### src/rtl/vga_timing_pkg.sv
// VGA 640x480@60 timing constants and the beat bundle
// shared by the sync generator and the colour stage.
package vga_timing_pkg;

  localparam int DEF_H_ACTIVE = 640;
  localparam int DEF_H_FP     = 16;
  localparam int DEF_H_SYNC   = 96;
  localparam int DEF_H_BP     = 48;
  localparam int DEF_V_ACTIVE = 480;
  localparam int DEF_V_FP     = 10;
  localparam int DEF_V_SYNC   = 2;
  localparam int DEF_V_BP     = 33;

  localparam int H_TOTAL = DEF_H_ACTIVE + DEF_H_FP
                         + DEF_H_SYNC + DEF_H_BP;
  localparam int V_TOTAL = DEF_V_ACTIVE + DEF_V_FP
                         + DEF_V_SYNC + DEF_V_BP;

  localparam int CW = 10;

  typedef logic [CW-1:0] coord_t;

  typedef struct packed {
    logic   h_sync;
    logic   v_sync;
    logic   active;
    coord_t x;
    coord_t y;
  } vga_beat_t;

endpackage

### src/rtl/clk_en_div.sv
// Clock-enable divider: one-clk strobe every DIV clks,
// issued on the clk after the count reaches DIV-1.
module clk_en_div #(
  parameter int DIV = 2
) (
  input  logic clk,
  input  logic rst,
  output logic en
);

  localparam int W = (DIV > 1) ? $clog2(DIV) : 1;
  localparam logic [W-1:0] LAST = W'(DIV - 1);

  logic [W-1:0] cnt;

  always_ff @(posedge clk) begin
    if (rst) begin
      cnt <= '0;
      en  <= 1'b0;
    end else begin
      en  <= (cnt == LAST);
      cnt <= (cnt == LAST) ? '0 : cnt + W'(1);
    end
  end

endmodule

### src/rtl/vga_sync_gen.sv
// VGA sync generator: pixel/line counters advanced on
// the pixel strobe, registered syncs and coordinates.
module vga_sync_gen
  import vga_timing_pkg::*;
#(
  parameter int H_ACTIVE = DEF_H_ACTIVE,
  parameter int H_FP     = DEF_H_FP,
  parameter int H_SYNC   = DEF_H_SYNC,
  parameter int H_BP     = DEF_H_BP,
  parameter int V_ACTIVE = DEF_V_ACTIVE,
  parameter int V_FP     = DEF_V_FP,
  parameter int V_SYNC   = DEF_V_SYNC,
  parameter int V_BP     = DEF_V_BP
) (
  input  logic       clk,
  input  logic       rst,
  output logic       pix_en,
  output logic       h_sync,
  output logic       v_sync,
  output logic       active,
  output logic [9:0] x,
  output logic [9:0] y,
  output logic       frame_start
);

  localparam coord_t H_VIS = coord_t'(H_ACTIVE);
  localparam coord_t H_SS  = coord_t'(H_ACTIVE + H_FP);
  localparam coord_t H_SE  = coord_t'(H_ACTIVE + H_FP + H_SYNC);
  localparam coord_t H_END = coord_t'(H_ACTIVE + H_FP
                                    + H_SYNC + H_BP - 1);
  localparam coord_t V_VIS = coord_t'(V_ACTIVE);
  localparam coord_t V_SS  = coord_t'(V_ACTIVE + V_FP);
  localparam coord_t V_SE  = coord_t'(V_ACTIVE + V_FP + V_SYNC);
  localparam coord_t V_END = coord_t'(V_ACTIVE + V_FP
                                    + V_SYNC + V_BP - 1);

  coord_t    h;
  coord_t    v;
  vga_beat_t nxt;
  logic      h_last;
  logic      v_last;

  clk_en_div #(
    .DIV(2)
  ) u_div (
    .clk(clk),
    .rst(rst),
    .en (pix_en)
  );

  assign h_last = (h == H_END);
  assign v_last = (v == V_END);

  always_comb begin
    nxt        = '0;
    nxt.active = (h < H_VIS) && (v < V_VIS);
    nxt.h_sync = !((h >= H_SS) && (h < H_SE));
    nxt.v_sync = !((v >= V_SS) && (v < V_SE));
    nxt.x      = nxt.active ? h : '0;
    nxt.y      = nxt.active ? v : '0;
  end

  // Outputs sample the counters only on strobe cycles,
  // so they hold across the intermediate clk.
  always_ff @(posedge clk) begin
    if (rst) begin
      h           <= '0;
      v           <= '0;
      h_sync      <= 1'b1;
      v_sync      <= 1'b1;
      active      <= 1'b0;
      x           <= '0;
      y           <= '0;
      frame_start <= 1'b0;
    end else begin
      frame_start <= 1'b0;
      if (pix_en) begin
        h_sync      <= nxt.h_sync;
        v_sync      <= nxt.v_sync;
        active      <= nxt.active;
        x           <= nxt.x;
        y           <= nxt.y;
        frame_start <= (h == '0) && (v == '0);
        h           <= h_last ? '0 : h + coord_t'(1);
        if (h_last)
          v <= v_last ? '0 : v + coord_t'(1);
      end
    end
  end

endmodule

### config.mk
export PLATFORM = sky130hd
export DESIGN_NAME = vga_sync_gen
export DESIGN_NICKNAME = d
export VERILOG_FILES = /design/src/rtl/vga_timing_pkg.sv /design/src/rtl/clk_en_div.sv /design/src/rtl/vga_sync_gen.sv
export SDC_FILE = /design/constraint.sdc
export NUM_CORES = 1
export LEC_CHECK = 0
export BUFFER_PORTS_ARGS = -buffer_cell sky130_fd_sc_hd__buf_2
export CAP_MARGIN = 15
export CORE_AREA = 2 2 56 79
export CTS_BUF_LIST = sky130_fd_sc_hd__clkbuf_16
export DETAILED_ROUTE_END_ITERATION = 10
export DIE_AREA = 0 0 58 81
export PLACE_DENSITY = 0.82
export SLEW_MARGIN = 20
export SYNTH_ARGS = -nofsm -noshare
export SYNTH_HDL_FRONTEND = slang
export SYNTH_SLANG_ARGS = --single-unit
### constraint.sdc
create_clock -name clk -period 1.8 [get_ports clk]
set_clock_uncertainty 0.05 [all_clocks]
set_input_delay 0.36 -clock clk [delete_from_list [all_inputs] [get_ports clk]]
set_output_delay 0.36 -clock clk [all_outputs]
set_load 0.02 [all_outputs]
======== Word-level counts from Yosys, hierarchy flattened ========
Index checks and enable logic that the tools add are counted.
word-level totals
  bits in registers ....................... 46
  output and inout bits ................... 25
  word-level logic and storage cells ...... 37
operators by class
  $add $sub $neg .......................... 3
  order comparisons ....................... 6
  equal/unequal tests ..................... 2
  mux-type cells .......................... 4
  bitwise logic cells ..................... 1
  reductions and logical operators ........ 11
operators by type and width
  operator                 number
  $mux W10                 4
  $add A10 B1 Y10 const B  2
  $eq A10 B10 Y1 const B   2
  $logic_not A10 Y1        2
  $lt A10 B10 Y1 const B   2
  $lt A10 B9 Y1 const B    2
  $ge A10 B10 Y1 const B   1
  $ge A10 B9 Y1 const B    1
  $logic_and A1 B1 Y1      4
  $reduce_or A2 Y1         2
  $logic_not A1 Y1         2
  $reduce_and A2 Y1        1
  $add A1 B1 Y1 const B    1
  $not A1 Y1               1

======== Depth between registers and ports, before layout ========
  depth after elaboration ................. 3
  mapped depth ............................ 7
  mapped depth without buffers ............ 6

======== By module ========
Synthesis repeated with hierarchy kept, for this count alone.
unflattened totals
  cells, all modules ...................... 190
  area, all modules ....................... 1886.8 µm²
modules (own cells, without submodules)
  module        times used  cells an instance  area each (µm²)
  vga_sync_gen  1           186                1829.3
  clk_en_div    1           4                  57.6

======== Worst setup path after synthesis ========
No wires, ideal clock.
  path kind ............................... flip-flop to flip-flop
  start point ............................. reg h[5]
  end point ............................... reg v[9]
  setup time .............................. 70 ps
  arrival ................................. 1674 ps
  data required time ...................... 1680 ps
  slack ................................... 7 ps
  cell stages (with the launch flop) ...... 6
  buffers on the path ..................... 1
  period minus slack after synthesis ...... 1793 ps
  cells stage by stage .................... dfxtp_1 -> buf_6 -> or3b_1 -> or4_1 -> or3_1 -> a21oi_1
on the way
  cells in the longest elaborated chain, start to end .. 2
RTL lines
  what                                RTL line            text
  from (decl)                         vga_sync_gen.sv:37  coord_t h;
  from (signal assigned)              vga_sync_gen.sv:84  h <= h_last ? '0 : h + coord_t'(1);
  $eq A10 B10 Y1                      vga_sync_gen.sv:51  assign h_last = (h == H_END);
  $reduce_and A2 Y1 (no source line)  n/a
  to (signal assigned)                vga_sync_gen.sv:86  v <= v_last ? '0 : v + coord_t'(1);
  to (decl)                           vga_sync_gen.sv:38  coord_t v;
No other way between the ends.
A chain may end at the register's enable or synchronous reset.

======== Final worst setup path ========
  start point ............................. reg h[6]
  end point ............................... reg v[9]
The elaborated chain is that of the path after synthesis.

==> qor.log <==
INFO  floorplanning  design.die.area=0.00470mm2
INFO  logic_synthesis ys_top_cells_by_area=dfxtp_1 (47%), a22o_1 (8.1%), nor2_1 (3.9%)
INFO  worst_hold_path holdCritPathClass=reg -> reg
INFO  global_routing grt_use_total=19.6%
INFO  logic_synthesis seq_area_frac_synth=47.4%
INFO  logic_synthesis ys_warn_count=0
INFO  setup_path     slowest_delay=0.48ns
INFO  floorplanning  area_of_the_core_region=0.00406mm2
INFO  sta            max_freq=569MHz
INFO  flow_run       drv_cap=0
INFO  final_layout   post_layout_instance_area=0.00236mm2
INFO  clock_network  cts-resized-gates=0
INFO  logic_synthesis synth_seq_cells=46
INFO  clock_network  cts-root-to-sink-buffers=2
INFO  place          placedCellCount=273
INFO  final_layout   leading_cell_types_in_the_layout_fill_and_taps_excluded=dfxtp_1 (42), buf_2 (26), buf_4 (24)
INFO  drt            detailedRoute.firstIterationViolations=47
INFO  global_routing gr-total-overflow=0
INFO  drt            drcViolationCount=0
INFO  final_layout   layout_commonest_cell=dfxtp_1
INFO  place          place_ws=0.0609ns
INFO  final_layout   antenna-diode-count=0
INFO  power          total_power_density_per_cell_area=854mW/mm2
INFO  sta            grt_setup_unrepaired=yes
INFO  sta            worst_slew_margin=75.6%
INFO  logic_synthesis synth.cell_area=0.00194mm2
INFO  final_layout   fin_util=58.1%
INFO  place          dp_hpwl=3050um
INFO  setup_path     critical_path.n_buffers_inverters=0
INFO  floorplanning  die_width=58um
INFO  logic_synthesis synth-edff-count=0
INFO  final_layout   drive_above_1_share=32.6%
INFO  setup_path     cp-end-kind=register
INFO  drt            vias=1590
INFO  logic_synthesis synthFlopType=dfxtp_1
INFO  clock_network  cts_made_buffers=5
INFO  setup_path     critical_path_class=reg -> reg
INFO  sta            timing.final.hold_violations=0
INFO  setup_path     cp_data_required_time=1.97ns
INFO  clock_network  ctsHoldBuffers=0
INFO  logic_synthesis synth.avg_cell_area=10.1um2
INFO  sta            setup_viol_count_final=0
INFO  place          placed_area=0.00219mm2
INFO  sta            period_needed=1.76ns
INFO  logic_synthesis synth.net_count=199
INFO  clock_network  tritoncts_num_sinks=46
INFO  logic_synthesis yosys.cell_types.count=46
INFO  global_routing grt_first_pass_wirelength=7000um
INFO  floorplanning  overall_die_height=81um
INFO  floorplanning  top_level_ports=27
INFO  clock_network  post_cts_buffers=0
INFO  power          vdd_ir_drop_max=0.960mV
INFO  setup_path     critPathArrivalTime=1.93ns
INFO  clock_network  tritoncts=yes
INFO  sta            timing_worst_slew_pin_value=0.363ns
INFO  setup_path     worst_path_dominant_cell_family=simple AND/OR/NAND/NOR gates
INFO  setup_path     timing.critical_path.fanout_max=2
INFO  final_layout   finalNetCount=241
INFO  setup_path     worstRegToRegCells=4
INFO  logic_synthesis synthDominantAreaCellType=dfxtp_1
INFO  worst_hold_path whs_path_depth=1
INFO  sta            final.setup.tns=0ns
INFO  drt            avgViaCountPerCell=5.66
INFO  power          p_leak=1.05nW
INFO  place          count_of_port_buffers_added_during_placement=26
INFO  global_routing vias_in_the_first_global_route=1452
INFO  clock_network  cts_root_buf=clkbuf_16
INFO  global_routing grt_antenna_before_repair=0
INFO  drt            first_pass_iters=4
INFO  global_routing grt_max_degree=18
INFO  setup_path     startpoint_type=register
INFO  logic_synthesis synthCells=193
INFO  clock_network  ctsHtreeMaxLevel=2
INFO  setup_path     critPathSlowestCell=or4_4
INFO  drt            wirelength=4360um
INFO  power          power.total=2.02mW
INFO  sta            timing.final.max_slew_violations=0
INFO  clock_network  worst_skew_pair.late_latency=0.29ns
INFO  floorplanning  placementRows=28
INFO  clock_network  cts.reportedPaths.clkPinSlew=0.06ns
INFO  drt            ant_nets=0
INFO  final_layout   filler_free_cell_count_of_the_finished_design=281
INFO  logic_synthesis asyncSetResetFlopFracSynth=0%
INFO  floorplanning  initial_utilization=47.8%
INFO  drt            wire_per_inst=15.5um
INFO  place          finalWeightedCongestion=0.889
INFO  setup_path     critical_path_cell_count=4
INFO  sta            setup_slack=0.0424ns
INFO  final_layout   synthToLayoutAreaGrowth=21.4%
INFO  logic_synthesis synth_top_area_share=47.4%
INFO  setup_path     crit_path_cell_trace=or3b_4, or4_4, or3_1, a21oi_1
INFO  status         run_status=finished, final reports clean
INFO  sta            timing.hold.ws=0.353ns
INFO  sta            min_period_over_period=97.6%
synthesized netlist by cell type, types with 2 or more instances:
library cell	instances
a21o_1	3
a21oi_1	2
a22o_1	18
a31o_2	2
a31oi_1	2
and2_1	2
and3_1	3
and3_2	4
and4_1	2
buf_2	3
buf_4	2
buf_6	3
clkbuf_1	5
dfxtp_1	46
ha_1	4
inv_1	4
mux2_2	2
mux2i_1	2
nand2_1	6
nand2b_1	2
nand3_1	5
nand4_1	7
nor2_1	20
nor2b_1	3
nor3_1	5
nor4_1	3
nor4bb_1	2
o21ai_0	4
o22ai_1	2
xnor2_1	4
xor2_1	6
layout make-up:
type | instances | area [um2]
clock inverters | 3 | 18.8
clock buffers | 5 | 125
flip-flops and latches | 46 | 926
well taps | 45 | 56.3
repair buffers | 50 | 310
fillers | 357 | 1700
multi-input cells | 128 | 910
inverters | 4 | 15.0
state kept, by name, summed over array words and instances (netlist names):
| name | count |
|---|---|
| h | 10 |
| v | 10 |
| x | 10 |
| y | 10 |
| active | 1 |
| frame_start | 1 |
| h_sync | 1 |
| u_div.cnt | 1 |
| u_div.en | 1 |
| v_sync | 1 |
per-layer routing:
metal / global-route usage (%) / vias to the layer above / share of wire (%)
met2: 34.0 / 49 / 53
met5: 0 / - / 0
met3: 3.98 / 7 / 4.6
li1: - / 776 / -
met4: 7.67 / 0 / 1.8
met1: 23.6 / 758 / 41
cells by family (layout without fill, tap and decap cells):
group           after synthesis  after routing  synth area share [%]
fa+ha+maj                     4              4                  2.57
simple gates                 74             74                  21.8
mux                           4              4                  2.19
xor+xnor                     10             10                  4.50
buf+inv                      19             62                  7.14
compound gates               36             36                  14.5
flops                        46             46                  47.4
worst register-to-register path: cells and delay by family (launching register included):
family          cells  cell delay (ns)
simple gates        3             1.20
compound gates      1             0.13
flops               1             0.31
power breakdown:
part | total [mW] | switching, mW | internal [mW]
logic | 0.0827 | 0.0501 | 0.0326
registers | 1.03 | 0.00559 | 1.03
clock network | 0.903 | 0.389 | 0.514
path summary, 6_finish.rpt:
path         startpoint   endpoint  slack (ns)
max                h[6]       v[9]        0.04
min           u_div.cnt  u_div.cnt        0.35
max reg2reg        h[6]       v[9]        0.04
min reg2reg   u_div.cnt  u_div.cnt        0.35
No activity file was read; power rests on OpenSTA's default activity.
